===== config.mk =====
export PLATFORM = sky130hd
export DESIGN_NAME = mul_div_unit
export DESIGN_NICKNAME = d
export VERILOG_FILES = /design/src/rtl/mul_div_unit.sv
export SDC_FILE = /design/constraint.sdc
export NUM_CORES = 1
export LEC_CHECK = 0
export BUFFER_PORTS_ARGS = -buffer_cell sky130_fd_sc_hd__buf_2
export CAP_MARGIN = 25
export CORE_MARGIN = 5
export CORE_UTILIZATION = 52
export DETAILED_ROUTE_END_ITERATION = 10
export PLACE_DENSITY = 0.75
export SLEW_MARGIN = 40
export SYNTH_ARGS = -nofsm -noshare
export SYNTH_HDL_FRONTEND = slang
export SYNTH_SLANG_ARGS = --single-unit

===== constraint.sdc =====
create_clock -name Clk -period 5.8 [get_ports Clk]
set_clock_uncertainty 0.2 [all_clocks]
set_input_delay 0.58 -clock Clk [delete_from_list [all_inputs] [get_ports Clk]]
set_output_delay 0.58 -clock Clk [all_outputs]
set_load 0.01 [all_outputs]

===== src/rtl/mul_div_unit.sv =====
// mul_div_unit: iterative 64-bit multiply/divide unit for the LEGv8 datapath.
// It computes MUL, UMULH, UDIV or SDIV over a fixed number of cycles. The
// result is presented as a register-file write-back triple (BusW, RW, RegWr).
// While the unit is working, Busy stalls the fetch stage.
//
// Ports:
//   Clk     - clock, rising edge
//   Reset_n - asynchronous active-low reset
//   Start   - operation request, sampled only in IDLE
//   Op      - 00 MUL, 01 UMULH, 10 UDIV, 11 SDIV
//   BusA    - multiplicand / dividend
//   BusB    - multiplier / divisor
//   Rd      - destination register index
//   Busy    - high in CALC and FIX
//   Done    - one-cycle completion pulse (DONE state)
//   BusW    - result to register file
//   RW      - destination index to register file
//   RegWr   - write enable to register file (suppressed for XZR, Rd=31)
module mul_div_unit #(
  parameter int WIDTH = 64
) (
  input  logic             Clk,
  input  logic             Reset_n,
  input  logic             Start,
  input  logic [1:0]       Op,
  input  logic [WIDTH-1:0] BusA,
  input  logic [WIDTH-1:0] BusB,
  input  logic [4:0]       Rd,
  output logic             Busy,
  output logic             Done,
  output logic [WIDTH-1:0] BusW,
  output logic [4:0]       RW,
  output logic             RegWr
);

  // Edges from the accepting Start edge to the edge that raises Done.
  localparam int LATENCY = WIDTH + 2;
  localparam int CntW    = $clog2(WIDTH + 1);
  // The counter starts one above the last iteration index. That first CALC
  // cycle turns the SDIV operands into magnitudes. The remaining WIDTH
  // cycles iterate, with the counter going from WIDTH-1 down to 0.
  localparam logic [CntW-1:0] PrepCnt = CntW'(LATENCY - 2);

  localparam logic [1:0] OpMul   = 2'b00;
  localparam logic [1:0] OpUmulh = 2'b01;
  localparam logic [1:0] OpSdiv  = 2'b11;

  typedef enum logic [1:0] {IDLE, CALC, FIX, DONE} stateT;
  stateT state, stateNext;

  logic [1:0]         opLat;
  logic [4:0]         rdLat;
  logic               signA, signB;
  logic [CntW-1:0]    cnt;
  // Multiply: the 2*WIDTH product. The multiplier sits in the low half and
  // shifts out to the right.
  // Divide: the remainder is in the high half. The dividend sits in the low
  // half, shifts out at the top, and the quotient bits fill in from the
  // bottom.
  logic [2*WIDTH-1:0] acc;
  logic [WIDTH-1:0]   opB;      // multiplicand / divisor

  logic [WIDTH:0]     mulSum;
  logic [2*WIDTH-1:0] mulNext;
  logic [WIDTH:0]     remShift;
  logic               canSub;
  logic [WIDTH-1:0]   remDiff;
  logic [2*WIDTH-1:0] divNext;
  logic [WIDTH-1:0]   result;

  // State register
  always_ff @(posedge Clk or negedge Reset_n) begin
    if (!Reset_n) state <= IDLE;
    else          state <= stateNext;
  end

  // Next state and status outputs
  always_comb begin
    stateNext = state;
    Busy      = 1'b0;
    Done      = 1'b0;
    RegWr     = 1'b0;
    case (state)
      IDLE: if (Start) stateNext = CALC;
      CALC: begin
        Busy = 1'b1;
        if (cnt == '0) stateNext = FIX;
      end
      FIX: begin
        Busy      = 1'b1;
        stateNext = DONE;
      end
      DONE: begin
        Done      = 1'b1;
        RegWr     = (rdLat != 5'd31);
        stateNext = IDLE;
      end
      default: stateNext = IDLE;
    endcase
  end

  // One radix-2 shift-add step. The carry out of the add becomes the new MSB.
  always_comb begin
    mulSum  = {1'b0, acc[2*WIDTH-1:WIDTH]} + (acc[0] ? {1'b0, opB} : '0);
    mulNext = {mulSum, acc[WIDTH-1:1]};
  end

  // One restoring-division step. When the subtraction succeeds, the
  // difference is below the divisor, so WIDTH bits hold it exactly.
  always_comb begin
    remShift = {acc[2*WIDTH-1:WIDTH], acc[WIDTH-1]};
    canSub   = (remShift >= {1'b0, opB});
    remDiff  = remShift[WIDTH-1:0] - opB;
    divNext  = canSub ? {remDiff, acc[WIDTH-2:0], 1'b1}
                      : {remShift[WIDTH-1:0], acc[WIDTH-2:0], 1'b0};
  end

  // Result selection and sign correction, captured in FIX.
  // For SDIV MIN/-1 the magnitude quotient is 2^(WIDTH-1). Both signs are
  // negative, so no correction applies and the result wraps naturally.
  always_comb begin
    result = acc[WIDTH-1:0];
    case (opLat)
      OpMul:   result = acc[WIDTH-1:0];
      OpUmulh: result = acc[2*WIDTH-1:WIDTH];
      default: begin
        if (opB == '0)
          result = '0;
        else if (opLat == OpSdiv && (signA ^ signB))
          result = -acc[WIDTH-1:0];
        else
          result = acc[WIDTH-1:0];
      end
    endcase
  end

  // Datapath registers
  always_ff @(posedge Clk or negedge Reset_n) begin
    if (!Reset_n) begin
      opLat <= '0;
      rdLat <= '0;
      signA <= 1'b0;
      signB <= 1'b0;
      cnt   <= '0;
      acc   <= '0;
      opB   <= '0;
      BusW  <= '0;
      RW    <= '0;
    end else begin
      case (state)
        IDLE: if (Start) begin
          opLat <= Op;
          rdLat <= Rd;
          signA <= BusA[WIDTH-1];
          signB <= BusB[WIDTH-1];
          acc   <= {{WIDTH{1'b0}}, BusA};
          opB   <= BusB;
          cnt   <= PrepCnt;
        end
        CALC: begin
          if (cnt == PrepCnt) begin
            if (opLat == OpSdiv) begin
              acc <= {{WIDTH{1'b0}}, (signA ? -acc[WIDTH-1:0] : acc[WIDTH-1:0])};
              opB <= signB ? -opB : opB;
            end
          end else begin
            acc <= opLat[1] ? divNext : mulNext;
          end
          if (cnt != '0) cnt <= cnt - CntW'(1);
        end
        FIX: begin
          BusW <= result;
          RW   <= rdLat;
        end
        default: ;
      endcase
    end
  end

endmodule


==> flow_summary.json <==
{
  "io_pins": 210,
  "antenna_cells": 0,
  "timing.rr.start": "opB[1]$_DFFE_PN0P_",
  "core_um2": 49100,
  "finalSetupViolCount": 0,
  "die_w_um": 233,
  "htreeDepth": 2,
  "synth_cell_types": 94,
  "drc": 0,
  "async_flop_share_pct": 100,
  "ir_worst_vdd_v": 0.000360,
  "layout_common_cells": "nor2_1 (409), a21oi_1 (387), nand2_1 (367), o21ai_0 (361), dfrtp_1 (278)",
  "grt_use_total_pct": 35.0,
  "syn_area_per_cell_um2": 7.33,
  "start_util_pct": 52.7,
  "tightest_slew_ps": 865,
  "cts_buffer_depth": 3,
  "criticalPathCategory": "flip-flop to flip-flop",
  "wire_per_inst_um": 23.2,
  "cts_made_buffers": 36,
  "synth_fp_nets": 3805,
  "cts_tree": "built",
  "multiInputGateArea_um2": 17400,
  "nFillCells": 4631,
  "crit_fanout": 14,
  "dr.first_iter.drc_count": 3603,
  "drive_gt1_share_pct": 11.8,
  "cts.sinks": 279,
  "hp-class": "input pin to flip-flop",
  "max_cap_violations": 0,
  "grt_pass1_wl_um": 150000,
  "rows": 81,
  "worst_hold_slack_ps": 31.0,
  "min_period_over_period_pct": 85.4,
  "dp_hpwl_um": 72100,
  "ant_nets": 0,
  "min_period_ps": 4950,
  "maxSlewViolCount": 0,
  "viasPerCell": 6.54,
  "syn_to_final_growth_pct": 10.4,
  "clkLatencyLatePin_ps": 570,
  "num_vias": 27900,
  "grt_overflow": 0,
  "endpoint_kind": "flip-flop",
  "cts-root-buf": "clkbuf_16",
  "grt_max_degree": 103,
  "synthCells": 3528,
  "ys_seq_area_share_pct": 27.0,
  "rsz0062_at_grt": "no",
  "fmax_ghz": 0.202,
  "crit_start": "opB[1]$_DFFE_PN0P_",
  "slew_headroom_pct": 42.3,
  "ys.flop_type": "dfrtp_1",
  "yosysWarnings": 0,
  "critPathLaunchType": "flip-flop",
  "portBuffers": 209,
  "power_leakage_uw": 0.0126,
  "drt-pass1-iter-count": 7,
  "power_density_nw_per_um2": 718,
  "die_area_um2": 54300,
  "utilization_pct": 58.2,
  "hold_viol_final": 0,
  "syn_area_um2": 25800,
  "synth_edf_count": 0,
  "seq_area_um2": 6990,
  "total_power_uw": 20500,
  "required_ps": 6030,
  "setup-tns-final_ps": 0,
  "crit_arrival_ps": 5190,
  "gp_congestion": 1.01,
  "post_cts_buffers": 0,
  "outcome": "completed",
  "ys_seq_elements": 279,
  "final_common_cell": "nor2_1",
  "antenna_found_initial": 2,
  "fin_nets": 3853,
  "cts.clk_slew.worst_paths_ps": 60,
  "die_h_um": 233,
  "min-delay-start": "BusB[30]",
  "wirelength_um": 98900,
  "first_global_vias": 25600
}
## cell families (layout without fill, tap and decap cells)
kind of cell | after synthesis | after routing | share of synthesized area (%)
multiplexers | 93 | 93 | 3.79
flip-flops | 279 | 279 | 27.0
buffers and inverters | 403 | 476 | 6.07
AO/OA/AOI/OAI | 1270 | 1270 | 30.2
adder cells (fa/ha/maj) | 139 | 139 | 6.79
AND/OR/NAND/NOR | 1214 | 1214 | 21.8
XOR/XNOR | 130 | 130 | 4.41
## registers in the layout (all words and copies together), names as in the netlist
| name | flops |
|---|---|
| RW | 5 |
| acc | 128 |
| rdLat | 5 |
| opLat | 2 |
| cnt | 7 |
| BusW | 64 |
| signB | 1 |
| signA | 1 |
| state | 2 |
| opB | 64 |
## final timing paths
check / end / slack (ps) / depth (start not counted)
worst max-delay path: BusW[30]$_DFFE_PN0P_ / 850 / 13
worst min-delay path: opB[30]$_DFFE_PN0P_ / 30 / 2
worst max register to register: BusW[30]$_DFFE_PN0P_ / 850 / 13
worst min register to register: BusW[29]$_DFFE_PN0P_ / 310 / 2
max in group asynchronous: opB[37]$_DFFE_PN0P_ / 4000 / 3
min in group asynchronous: BusW[6]$_DFFE_PN0P_ / 350 / 2
## synth_stat cells, drive strengths merged, types with 48 or more instances
library cell | n | area [µm²]
nor3 | 98 | 505
xor2 | 48 | 420
o211ai | 48 | 360
inv | 148 | 556
clkbuf | 211 | 792
a21oi | 389 | 1950
a31oi | 59 | 369
mux2i | 55 | 551
a21o | 81 | 608
ha | 137 | 1710
nand4 | 48 | 307
o22ai | 50 | 313
nor2 | 412 | 1550
dfrtp | 279 | 6980
o21ai | 373 | 1870
nand2 | 368 | 1380
xnor2 | 82 | 718
nand3 | 74 | 375
## critical path, stage by stage (launching register included)
cell and delay (ps):
dfrtp_1 420, inv_1 140, ha_1 200, or3b_1 420, nor4_1 190, buf_4 230
nand4_1 230, nor3_2 530, nand3_2 280, o31ai_4 350, nand2b_1 710, nor3_1 260
a21oi_1 500, a31oi_1 150
## through the flow
stage | cells | instance area, µm² | setup slack [ps]
6_report | 4265 | 28500 | 846
5_1_grt | 4265 | 28500 | 683
4_1_cts | 4263 | 28500 | 1010
3_5_place_dp | 4199 | 27300 | 1040
3_3_place_gp | 4197 | 27200 | 714
2_1_floorplan | 3528 | 25800 | 1500
## where the power goes
part | switching [µW] | internal [µW] | total, µW
Sequential | 1530 | 2900 | 4430
Clock | 974 | 1410 | 2380
Combinational | 8620 | 5030 | 13700
Total | 11100 | 9350 | 20500
## layer usage
| metal | track usage (%) | up-vias | share of wire (%) |
|---|---|---|---|
| met5 | 0 | - | 0.013 |
| met3 | 7.16 | 254 | 12 |
| li1 | - | 12900 | - |
| met2 | 52.3 | 1678 | 42 |
| met4 | 14.4 | 2 | 4.6 |
| met1 | 49.4 | 13000 | 41 |
## repair_timing
| action | in CTS | in global routing |
|---|---|---|
| setup endpoints to repair | 0 | 0 |
| resized for setup | 0 | 0 |
| hold buffers | 1 | 0 |
| endpoints found under the hold margin | 65 | 0 |
## layout make-up
type | count | share of cell area [%]
sequential | 279 | 24.5
tap | 664 | 2.91
multi-input combinational | 2846 | 61.0
timing repair buffer | 265 | 5.42
clock inverter | 14 | 0.658
clock buffer | 49 | 3.57
inverter | 148 | 1.95
(Power assumes the default switching activity.)
